`src/rtl/multicycle_ctrl_pkg.sv`:
```
// Shared types for the multi-cycle RISC-V sequencer: FSM states, trap causes,
// the latched control word and the opcode decode table.
package ctrl_pkg;

  typedef enum logic [2:0] {
    ST_FETCH  = 3'd0,
    ST_DECODE = 3'd1,
    ST_EXEC   = 3'd2,
    ST_MEM    = 3'd3,
    ST_WB     = 3'd4,
    ST_TRAP   = 3'd5
  } state_t;

  typedef enum logic [1:0] {
    CAUSE_NONE    = 2'b00,
    CAUSE_ILLEGAL = 2'b01,
    CAUSE_TIMEOUT = 2'b10
  } trap_cause_t;

  // CLS_NONE doubles as the "illegal opcode" marker and the post-reset value.
  typedef enum logic [2:0] {
    CLS_NONE   = 3'd0,
    CLS_ALU    = 3'd1,
    CLS_LOAD   = 3'd2,
    CLS_STORE  = 3'd3,
    CLS_BRANCH = 3'd4
  } instr_class_t;

  localparam logic [6:0] OP_IMM    = 7'b0010011;
  localparam logic [6:0] OP_REG    = 7'b0110011;
  localparam logic [6:0] OP_STORE  = 7'b0100011;
  localparam logic [6:0] OP_LOAD   = 7'b0000011;
  localparam logic [6:0] OP_BRANCH = 7'b1100011;

  typedef struct packed {
    logic [1:0]   alu_op;
    logic [4:0]   imm_type;
    logic         imm_to_alu;
    logic         mem_to_reg;
    instr_class_t cls;
  } ctrl_word_t;

  localparam ctrl_word_t CW_NONE = '{
    alu_op: 2'b00, imm_type: 5'b00000, imm_to_alu: 1'b0, mem_to_reg: 1'b0, cls: CLS_NONE
  };

  function automatic ctrl_word_t decode_opcode(input logic [6:0] opcode);
    ctrl_word_t cw;
    cw = CW_NONE;
    case (opcode)
      OP_IMM: begin
        cw.alu_op = 2'b11; cw.imm_type = 5'b00001; cw.imm_to_alu = 1'b1; cw.cls = CLS_ALU;
      end
      OP_REG: begin
        cw.alu_op = 2'b10; cw.imm_type = 5'b00000; cw.cls = CLS_ALU;
      end
      OP_STORE: begin
        cw.alu_op = 2'b00; cw.imm_type = 5'b00010; cw.imm_to_alu = 1'b1; cw.cls = CLS_STORE;
      end
      OP_LOAD: begin
        cw.alu_op = 2'b00; cw.imm_type = 5'b00001; cw.imm_to_alu = 1'b1;
        cw.mem_to_reg = 1'b1; cw.cls = CLS_LOAD;
      end
      OP_BRANCH: begin
        cw.alu_op = 2'b01; cw.imm_type = 5'b00100; cw.cls = CLS_BRANCH;
      end
      default: cw = CW_NONE;
    endcase
    return cw;
  endfunction

endpackage

```
`src/rtl/multicycle_ctrl_if.sv`:
```
// Controller <-> datapath/memory bundle. The master side is the sequencer.
interface multicycle_ctrl_if;
  logic [6:0] iOpcode;
  logic       iZero;
  logic       iMemReady;
  logic       oMemReq;
  logic       oMemSel;
  logic       oMemWrite;
  logic       oIRWrite;
  logic       oPCWrite;
  logic       oPCSrc;
  logic       oRegWrite;
  logic       oMemToReg;
  logic       oImmToALU;
  logic [1:0] oALUop;
  logic [4:0] oImmType;
  logic       oRetire;
  logic       oTrap;
  logic [1:0] oTrapCause;
  logic [2:0] oState;

  modport master (
    input  iOpcode, iZero, iMemReady,
    output oMemReq, oMemSel, oMemWrite, oIRWrite, oPCWrite, oPCSrc, oRegWrite,
           oMemToReg, oImmToALU, oALUop, oImmType, oRetire, oTrap, oTrapCause, oState
  );

  modport slave (
    output iOpcode, iZero, iMemReady,
    input  oMemReq, oMemSel, oMemWrite, oIRWrite, oPCWrite, oPCSrc, oRegWrite,
           oMemToReg, oImmToALU, oALUop, oImmType, oRetire, oTrap, oTrapCause, oState
  );
endinterface

```
`src/rtl/multicycle_ctrl_wait_timer.sv`:
```
// Memory wait counter: counts stalled request cycles and flags when the
// configured limit has been reached.
module wait_timer
  import ctrl_pkg::*;
#(
  parameter int MEM_TIMEOUT = 15
) (
  input  logic clk,
  input  logic srst,
  input  logic clr,
  input  logic en,
  output logic expired
);

  logic [7:0] count_reg;

  assign expired = (count_reg == 8'(MEM_TIMEOUT));

  // Holds at the limit; the sequencer leaves the wait state on that cycle anyway.
  always_ff @(posedge clk) begin
    if (srst || clr) begin
      count_reg <= 8'd0;
    end else if (en && !expired) begin
      count_reg <= count_reg + 8'd1;
    end
  end

endmodule

```
`src/rtl/multicycle_ctrl.sv`:
```
// Multi-cycle sequencer: FETCH/DECODE/EXEC/MEM/WB over one shared memory port,
// with traps on illegal opcodes and memory timeouts.
module multicycle_ctrl
  import ctrl_pkg::*;
#(
  parameter int MEM_TIMEOUT = 15
) (
  input  logic               iClk,
  input  logic               iReset,
  multicycle_ctrl_if.master  bus
);

  state_t      state_reg, state_next;
  ctrl_word_t  cw_reg, cw_next;
  trap_cause_t cause_reg, cause_next;
  logic        trap_reg;

  logic mem_req, mem_sel, mem_write, ir_write, pc_write, pc_src, reg_write, retire;
  logic timer_clr, timer_en, timer_expired;

  wait_timer #(.MEM_TIMEOUT(MEM_TIMEOUT)) u_wait_timer (
    .clk     (iClk),
    .srst    (iReset),
    .clr     (timer_clr),
    .en      (timer_en),
    .expired (timer_expired)
  );

  // Only cycles that actually hold a request and see no ready count as waits.
  assign timer_en  = mem_req && !bus.iMemReady;
  assign timer_clr = ((state_next == ST_FETCH) || (state_next == ST_MEM)) &&
                     (state_next != state_reg);

  always_comb begin
    state_next = state_reg;
    cw_next    = cw_reg;
    cause_next = cause_reg;
    mem_req    = 1'b0;
    mem_sel    = 1'b0;
    mem_write  = 1'b0;
    ir_write   = 1'b0;
    pc_write   = 1'b0;
    pc_src     = 1'b0;
    reg_write  = 1'b0;
    retire     = 1'b0;

    case (state_reg)
      ST_FETCH: begin
        mem_req = 1'b1;
        if (bus.iMemReady) begin
          ir_write   = 1'b1;
          state_next = ST_DECODE;
        end else if (timer_expired) begin
          state_next = ST_TRAP;
          cause_next = CAUSE_TIMEOUT;
        end
      end

      ST_DECODE: begin
        cw_next = decode_opcode(bus.iOpcode);
        if (cw_next.cls == CLS_NONE) begin
          state_next = ST_TRAP;
          cause_next = CAUSE_ILLEGAL;
        end else begin
          state_next = ST_EXEC;
        end
      end

      ST_EXEC: begin
        case (cw_reg.cls)
          CLS_ALU:              state_next = ST_WB;
          CLS_LOAD, CLS_STORE:  state_next = ST_MEM;
          CLS_BRANCH: begin
            pc_write   = 1'b1;
            pc_src     = bus.iZero;
            retire     = 1'b1;
            state_next = ST_FETCH;
          end
          default: begin
            state_next = ST_TRAP;
            cause_next = CAUSE_ILLEGAL;
          end
        endcase
      end

      ST_MEM: begin
        mem_req   = 1'b1;
        mem_sel   = 1'b1;
        mem_write = (cw_reg.cls == CLS_STORE);
        if (bus.iMemReady) begin
          if (cw_reg.cls == CLS_STORE) begin
            pc_write   = 1'b1;
            retire     = 1'b1;
            state_next = ST_FETCH;
          end else begin
            state_next = ST_WB;
          end
        end else if (timer_expired) begin
          state_next = ST_TRAP;
          cause_next = CAUSE_TIMEOUT;
        end
      end

      ST_WB: begin
        reg_write  = 1'b1;
        pc_write   = 1'b1;
        retire     = 1'b1;
        state_next = ST_FETCH;
      end

      ST_TRAP: begin
        state_next = ST_TRAP;
      end

      default: begin
        state_next = ST_TRAP;
        cause_next = CAUSE_ILLEGAL;
      end
    endcase
  end

  always_ff @(posedge iClk) begin
    if (iReset) begin
      state_reg <= ST_FETCH;
      cw_reg    <= CW_NONE;
      cause_reg <= CAUSE_NONE;
      trap_reg  <= 1'b0;
    end else begin
      state_reg <= state_next;
      cw_reg    <= cw_next;
      cause_reg <= cause_next;
      trap_reg  <= trap_reg || (state_next == ST_TRAP);
    end
  end

  // Reset blanks every output so a half-finished instruction commits nothing.
  always_comb begin
    bus.oMemReq    = 1'b0;
    bus.oMemSel    = 1'b0;
    bus.oMemWrite  = 1'b0;
    bus.oIRWrite   = 1'b0;
    bus.oPCWrite   = 1'b0;
    bus.oPCSrc     = 1'b0;
    bus.oRegWrite  = 1'b0;
    bus.oMemToReg  = 1'b0;
    bus.oImmToALU  = 1'b0;
    bus.oALUop     = 2'b00;
    bus.oImmType   = 5'b00000;
    bus.oRetire    = 1'b0;
    bus.oTrap      = 1'b0;
    bus.oTrapCause = 2'b00;
    bus.oState     = 3'd0;
    if (!iReset) begin
      bus.oMemReq    = mem_req;
      bus.oMemSel    = mem_sel;
      bus.oMemWrite  = mem_write;
      bus.oIRWrite   = ir_write;
      bus.oPCWrite   = pc_write;
      bus.oPCSrc     = pc_src;
      bus.oRegWrite  = reg_write;
      bus.oMemToReg  = cw_reg.mem_to_reg;
      bus.oImmToALU  = cw_reg.imm_to_alu;
      bus.oALUop     = cw_reg.alu_op;
      bus.oImmType   = cw_reg.imm_type;
      bus.oRetire    = retire;
      bus.oTrap      = trap_reg;
      bus.oTrapCause = cause_reg;
      bus.oState     = state_reg;
    end
  end

endmodule
```
`src/flat_wrapper.sv`:
```
// flat-port wrapper written by rule: the top's interface ports become plain ports
module multicycle_ctrl_flat import ctrl_pkg::*;
#(
  parameter int MEM_TIMEOUT = 15
)
  (iClk, iReset, bus_iOpcode, bus_iZero, bus_iMemReady, bus_oMemReq, bus_oMemSel, bus_oMemWrite, bus_oIRWrite, bus_oPCWrite, bus_oPCSrc, bus_oRegWrite, bus_oMemToReg, bus_oImmToALU, bus_oALUop, bus_oImmType, bus_oRetire, bus_oTrap, bus_oTrapCause, bus_oState);
  multicycle_ctrl_if bus_i ();
  input  logic iClk;
  input  logic iReset;
  input wire logic [$bits(bus_i.iOpcode)-1:0] bus_iOpcode;
  input wire logic [$bits(bus_i.iZero)-1:0] bus_iZero;
  input wire logic [$bits(bus_i.iMemReady)-1:0] bus_iMemReady;
  output wire logic [$bits(bus_i.oMemReq)-1:0] bus_oMemReq;
  output wire logic [$bits(bus_i.oMemSel)-1:0] bus_oMemSel;
  output wire logic [$bits(bus_i.oMemWrite)-1:0] bus_oMemWrite;
  output wire logic [$bits(bus_i.oIRWrite)-1:0] bus_oIRWrite;
  output wire logic [$bits(bus_i.oPCWrite)-1:0] bus_oPCWrite;
  output wire logic [$bits(bus_i.oPCSrc)-1:0] bus_oPCSrc;
  output wire logic [$bits(bus_i.oRegWrite)-1:0] bus_oRegWrite;
  output wire logic [$bits(bus_i.oMemToReg)-1:0] bus_oMemToReg;
  output wire logic [$bits(bus_i.oImmToALU)-1:0] bus_oImmToALU;
  output wire logic [$bits(bus_i.oALUop)-1:0] bus_oALUop;
  output wire logic [$bits(bus_i.oImmType)-1:0] bus_oImmType;
  output wire logic [$bits(bus_i.oRetire)-1:0] bus_oRetire;
  output wire logic [$bits(bus_i.oTrap)-1:0] bus_oTrap;
  output wire logic [$bits(bus_i.oTrapCause)-1:0] bus_oTrapCause;
  output wire logic [$bits(bus_i.oState)-1:0] bus_oState;
  assign bus_i.iOpcode = bus_iOpcode;
  assign bus_i.iZero = bus_iZero;
  assign bus_i.iMemReady = bus_iMemReady;
  assign bus_oMemReq = bus_i.oMemReq;
  assign bus_oMemSel = bus_i.oMemSel;
  assign bus_oMemWrite = bus_i.oMemWrite;
  assign bus_oIRWrite = bus_i.oIRWrite;
  assign bus_oPCWrite = bus_i.oPCWrite;
  assign bus_oPCSrc = bus_i.oPCSrc;
  assign bus_oRegWrite = bus_i.oRegWrite;
  assign bus_oMemToReg = bus_i.oMemToReg;
  assign bus_oImmToALU = bus_i.oImmToALU;
  assign bus_oALUop = bus_i.oALUop;
  assign bus_oImmType = bus_i.oImmType;
  assign bus_oRetire = bus_i.oRetire;
  assign bus_oTrap = bus_i.oTrap;
  assign bus_oTrapCause = bus_i.oTrapCause;
  assign bus_oState = bus_i.oState;
  multicycle_ctrl #(.MEM_TIMEOUT(MEM_TIMEOUT)) u_core (.iClk(iClk), .iReset(iReset), .bus(bus_i));
endmodule
```
`config.mk`:
```
export PLATFORM = sky130hd
export DESIGN_NAME = multicycle_ctrl_flat
export DESIGN_NICKNAME = d
export VERILOG_FILES = /design/src/rtl/multicycle_ctrl_pkg.sv /design/src/rtl/multicycle_ctrl_if.sv /design/src/rtl/multicycle_ctrl_wait_timer.sv /design/src/rtl/multicycle_ctrl.sv /design/src/flat_wrapper.sv
export SDC_FILE = /design/constraint.sdc
export NUM_CORES = 1
export LEC_CHECK = 0
export CORE_UTILIZATION = 45
export DETAILED_ROUTE_END_ITERATION = 8
export PLACE_DENSITY_LB_ADDON = 0.05
export RECOVER_POWER = 100
export SETUP_SLACK_MARGIN = 0.02
export SYNTH_ARGS = -nofsm -noshare
export SYNTH_HDL_FRONTEND = slang
export SYNTH_HIERARCHICAL = 1
export SYNTH_SLANG_ARGS = --single-unit
export TNS_END_PERCENT = 10
```
`constraint.sdc`:
```
create_clock -name iClk -period 2.6 [get_ports iClk]
set_input_delay 0.65 -clock iClk [delete_from_list [all_inputs] [get_ports iClk]]
set_output_delay 0.65 -clock iClk [all_outputs]
set_load 0.05 [all_outputs]
```
Word-level counts from Yosys, hierarchy flattened
Index checks and enable logic that the tools add are counted.
Word-level totals
  bits in latches: 0
  output and inout port bits: 23
  bits of input ports: 11
  bits in read-only memories: 0
  register bits after elaboration: 26
  logic and storage cells: 94
  memories kept: 0
  RAM bits: 0
Operators by class
  mux-type cells: 43
  bitwise logic cells: 1
  reductions and logical operators: 18
  add/sub/neg operators: 1
  shift-type cells: 0
  eq/ne operators: 22
  $mul: 0
  div/mod/pow operators: 0
  $lt $le $gt $ge: 0
Operators with widths (count)
  7-bit one-hot mux with 5 select lines: 1
  1-bit two-way mux: 23
  3-bit two-way mux: 7
  3-bit by 2-bit equality test with 1-bit output (second input constant): 5
  3-bit one-hot mux with 5 select lines: 1
  7-bit by 6-bit equality test with 1-bit output (second input constant): 2
  3-bit equality test (second input constant): 4
  2-bit two-way mux: 6
  3-bit one-hot mux with 4 select lines: 1
  3-bit logical NOT: 3
  3-bit one-hot mux with 3 select lines: 1
  8-bit by 1-bit adder with 8-bit output (second input constant): 1
  8-bit by 4-bit equality test with 1-bit output (second input constant): 1
  2-bit one-hot mux with 4 select lines: 1
  2-bit OR reduction: 4
  7-bit by 2-bit equality test with 1-bit output (second input constant): 1
  7-bit by 5-bit equality test with 1-bit output (second input constant): 1
  7-bit equality test (second input constant): 1
  3-bit by 1-bit equality test with 1-bit output (second input constant): 2
  5-bit two-way mux: 1
  5-bit AND reduction: 1
  2-bit by 1-bit != test with 1-bit output (second input constant): 2
  2-bit != test (second input constant): 2
  4-bit OR reduction: 1
  other kinds (7): 12

Logic depth before layout (Yosys ltp)
  depth in word-level cells: 11
  depth in mapped cells: 10

Hierarchy
Netlist, hierarchy kept.
By module, submodules not included
  multicycle_ctrl: cells an instance 137, times used 1, area an instance 1092.3 um^2
  wait_timer: cells an instance 48, times used 1, area an instance 414.1 um^2

Worst setup path after synthesis
No wires, ideal clock.
  path kind: input to output
  start point: in iReset
  end point: out bus_oRetire
  buffers on the path: 1
  stages on the path: 5
  setup slack: -0.965 ns
  arrival: 2.915 ns
  path through: nand2b_1 > nor2_1 > and3_1 > a22o_1 > buf_4
Between the ends
  longest elaborated chain between the ends: 1
Ends and longest elaborated chain
  start: declaration: line flat_wrapper.sv:9  | input logic iReset;
  1-bit two-way mux
  end: declaration: line flat_wrapper.sv:24  | output wire logic [$bits(bus_i.oRetire)-1:0] bus_oRetire;
No other way between the ends.

Final worst setup path
  start point: in bus_iMemReady
  end point: out bus_oIRWrite
Between the ends
  longest elaborated chain between the ends: 3
Ends and longest elaborated chain
  start: declaration: line flat_wrapper.sv:12  | input wire logic [$bits(bus_i.iMemReady)-1:0] bus_iMemReady;
  1-bit two-way mux: line multicycle_ctrl.sv:50  | if (bus.iMemReady) begin
  1-bit two-way mux: line multicycle_ctrl.sv:47  | case (state_reg)
  1-bit two-way mux: line multicycle_ctrl.sv:153  | if (!iReset) begin
  end: declaration: line flat_wrapper.sv:16  | output wire logic [$bits(bus_i.oIRWrite)-1:0] bus_oIRWrite;
No other way between the ends.

==> implementation parameters <==
Parameter                              Value

Status
  Outcome    complete, no violations

Routing
  Vias/cell    5.43
  Routed via count    about 1500
  Remaining DRCs    0
  Final wirelength    between 3000 and 4000 um
  Count of antenna-violating nets left after detailed routing    0
  Count of routing violations after the opening detailed-route iteration    47
  Routed wirelength normalized by instance count    roughly 13 um
  Pre-antenna DRT Iters    4

Yosys
  YS warnings    6
  Library cell with the largest summed area after synthesis    dfxtp_1
  Most numerous cell in the Yosys netlist    dfxtp_1
  Syn Inst Count    around 190
  Top FF cell, synth    dfxtp_1
  Most frequent cells after synthesis    dfxtp_1 (24), nor2_1 (20), nor2b_1 (14)
  Distinct cell type count after synthesis    52
  Share of the synthesized area in the top cell type    31.9%
  Post-synth design cell area    1510 um^2
  Number of enable-type register cells in the synthesized netlist    0
  Synth top area cells    dfxtp_1 (32%), nor2b_1 (5.8%), nor2_1 (5.0%)
  Post-synthesis area per instance    8.14 um^2
  Fraction of the yosys area taken by sequential cells    31.9%
  Ys async rst share    0%
  FF+latch count, synth    24

Finish
  Max reg flops    10
  Layout Utilization    between 70% and 80%
  Number of diodes added for antenna fixing    0
  Area Growth Syn to Fin    45.1%
  Layout cell share with drive strength beyond 1    between 20 and 30%
  Fill cell instance count of the final layout    about 280
  Multi-input logic area    between 900 and 1000 um^2
  Register area    485 um^2
  Final Net Count    240
  Post-route insts no fill    around 270

Clock tree
  Maximum clock path buffer count    2
  Number of buffers created by CTS    3
  Worst-path clk slew    between 0.1 and 0.15 ns
  H-tree lvl count    1
  CTS tree    yes
  TritonCTS sink count    24
  Clk root buf    clkbuf_4
  Latest clock arrival within the worst-skew pair    approximately 0.33 ns
  # Post-CTS Setup Buffers    0

GRT
  Largest net degree at the start of global routing    26
  Antenna violations before repair    0
  Wire length of the first global-routing pass    6040 um
  Overall routing resource usage    22.4%
  Total grt overflow    0
  Vias in the first global route    around 1400

STA
  Hold violation count in the final report    0
  Worst Tran Pin Value    between 0.7 and 0.8 ns
  Setup slack of the critical path after layout    0.0831 ns
  Maximum clock frequency    just under 0.4 GHz
  Worst-case clock skew    0.00265 ns
  Number of setup violations in the final report    0
  Share of the clock period used by the worst path    around 97%
  Final period demand of the worst path    about 2.5 ns
  Relative slew slack    around half
  Final number of max-transition violations    0
  Worst hold-check slack    between 0.4 and 0.5 ns

Flow run
  Max_cap viols    0

Placement
  Dpl cells    267
  Gpl congestion    ~0.88
  Half-perimeter wire length after placement    2730 um
  Total of buffers placed on input and output ports    31
  Pre-CTS setup slack    -0.0319 ns

Min path
  Worst hold stages    2
  Class of the most critical hold timing path    reg -> reg

Floorplan
  Die Span X    around 60 um
  Y dimension of the die    ~60 um
  Die Outline Area    roughly 3600 um^2
  Core Rows    20
  IO Count    34
  Floorplan Core Area    about 3100 um^2
  Effective utilization at floorplan    around half

Setup path
  Logic depth of the worst path, buffers included    5
  Cell depth of the worst flop-to-flop path    9
  Worst Path Max Fanout    4
  Sort of element at the end of the critical path    primary output
  Combined buffer and inverter count along the critical path    3
  Crit path cell chain    clkdlybuf4s50_1 -> buf_4 -> nand2_1 -> nor3_1 -> buf_12
  CP Data Required Time    between 1.5 and 2 ns
  CP peak stage delay    0.54 ns
  Top Family by Delay on Critical Path    buffers and inverters
  Slowest stage cell on the critical path    clkdlybuf4s50_1
  WP data arrival    around 1.9 ns
  Crit path kind    in -> out
  Category of the worst setup path launch point    input pin

Power
  Maximum ir drop on the vdd rail    just over 0.3 mV
  Static leakage power    0.829 nW
  Total power per unit cell area    approximately 460 nW/um^2
[layer usage]
| layer | track usage, % | part of all wire (%) | vias to the layer above |
|---|---|---|---|
| met5 | 0 | 0 | - |
| met4 | 9.97 | 1.5 | 0 |
| met3 | 2.16 | 2.9 | 5 |
| met2 | 40.5 | 52 | 29 |
| met1 | 26.5 | 43 | 692 |
| li1 | - | - | 745 |
[worst paths after layout]
kind | from | end | slack [ns]
max | bus_iMemReady | bus_oIRWrite | 0.08
min | u_core/cw_reg[7] | u_core/cw_reg[7] | 0.47
max reg2reg | u_core/u_wait_timer/count_reg[0] | u_core/u_wait_timer/count_reg[3] | 0.19
min reg2reg | u_core/cw_reg[7] | u_core/cw_reg[7] | 0.47
[per-stage QoR]
stage / TNS, ns / cell area [um^2] / power [mW]
3_3_place_gp: -0.0470 / 2170 / 0.732
2_1_floorplan: -0.176 / 1530 / 0.613
4_1_cts: -0.0212 / 2230 / 1.03
3_5_place_dp: -0.0689 / 2170 / 0.743
5_1_grt: -0.00464 / 2190 / 1.05
6_report: 0 / 2190 / 1.00
[layout make-up]
| cell class | instances | area share [%] |
|---|---|---|
| inverter | 7 | 1.20 |
| clock inverter | 1 | 1.37 |
| timing repair buffer | 50 | 28.2 |
| tap | 44 | 2.52 |
| sequential | 24 | 22.2 |
| multi-input combinational | 142 | 43.4 |
| clock buffer | 3 | 1.03 |
[cells by family (layout without fill, tap and decap cells)]
logic type	count (synthesis)	in the layout	share of synthesized area [%]
other cells	1	2	0.249
xor+xnor	2	2	1.16
compound gates	43	43	21.8
fa+ha+maj	1	1	0.830
simple gates	89	89	34.6
flops	24	24	31.9
mux	5	5	3.49
buf+inv	20	61	6.06
[power breakdown]
group          switching (mW)  total (mW)  internal (mW)
combinational           0.176       0.313          0.137
clock                   0.124       0.280          0.156
sequential             0.0211       0.408          0.387
[what timing repair did]
action,CTS,global route
gates resized for setup,1,8
cloned,0,0
endpoints found under the setup margin,3,15
hold buffers,0,0
pin swaps,0,0
hold endpoints to repair,0,0
[worst register-to-register path, cell delays in order, from the launching register on]
cell,delay (ns)
dfxtp_2,0.40
ha_2,0.22
and4b_2,0.28
and2_2,0.21
nor2b_1,0.19
nor3b_2,0.20
a211oi_1,0.09
o221a_1,0.18
or2_2,0.37
a211oi_1,0.19
[cells in the final DEF (no fill, tap or decap), types with 6 or more instances in the layout]
master and n:
buf_4 18, clkdlybuf4s50_1 8, a22oi_1 6, buf_12 18, nor3_1 8, nand2_1 13
nor2b_1 14, dfxtp_1 20, inv_1 7, nor2_1 19, a211oi_1 6, a21oi_1 10
(Power assumes the default switching activity.)
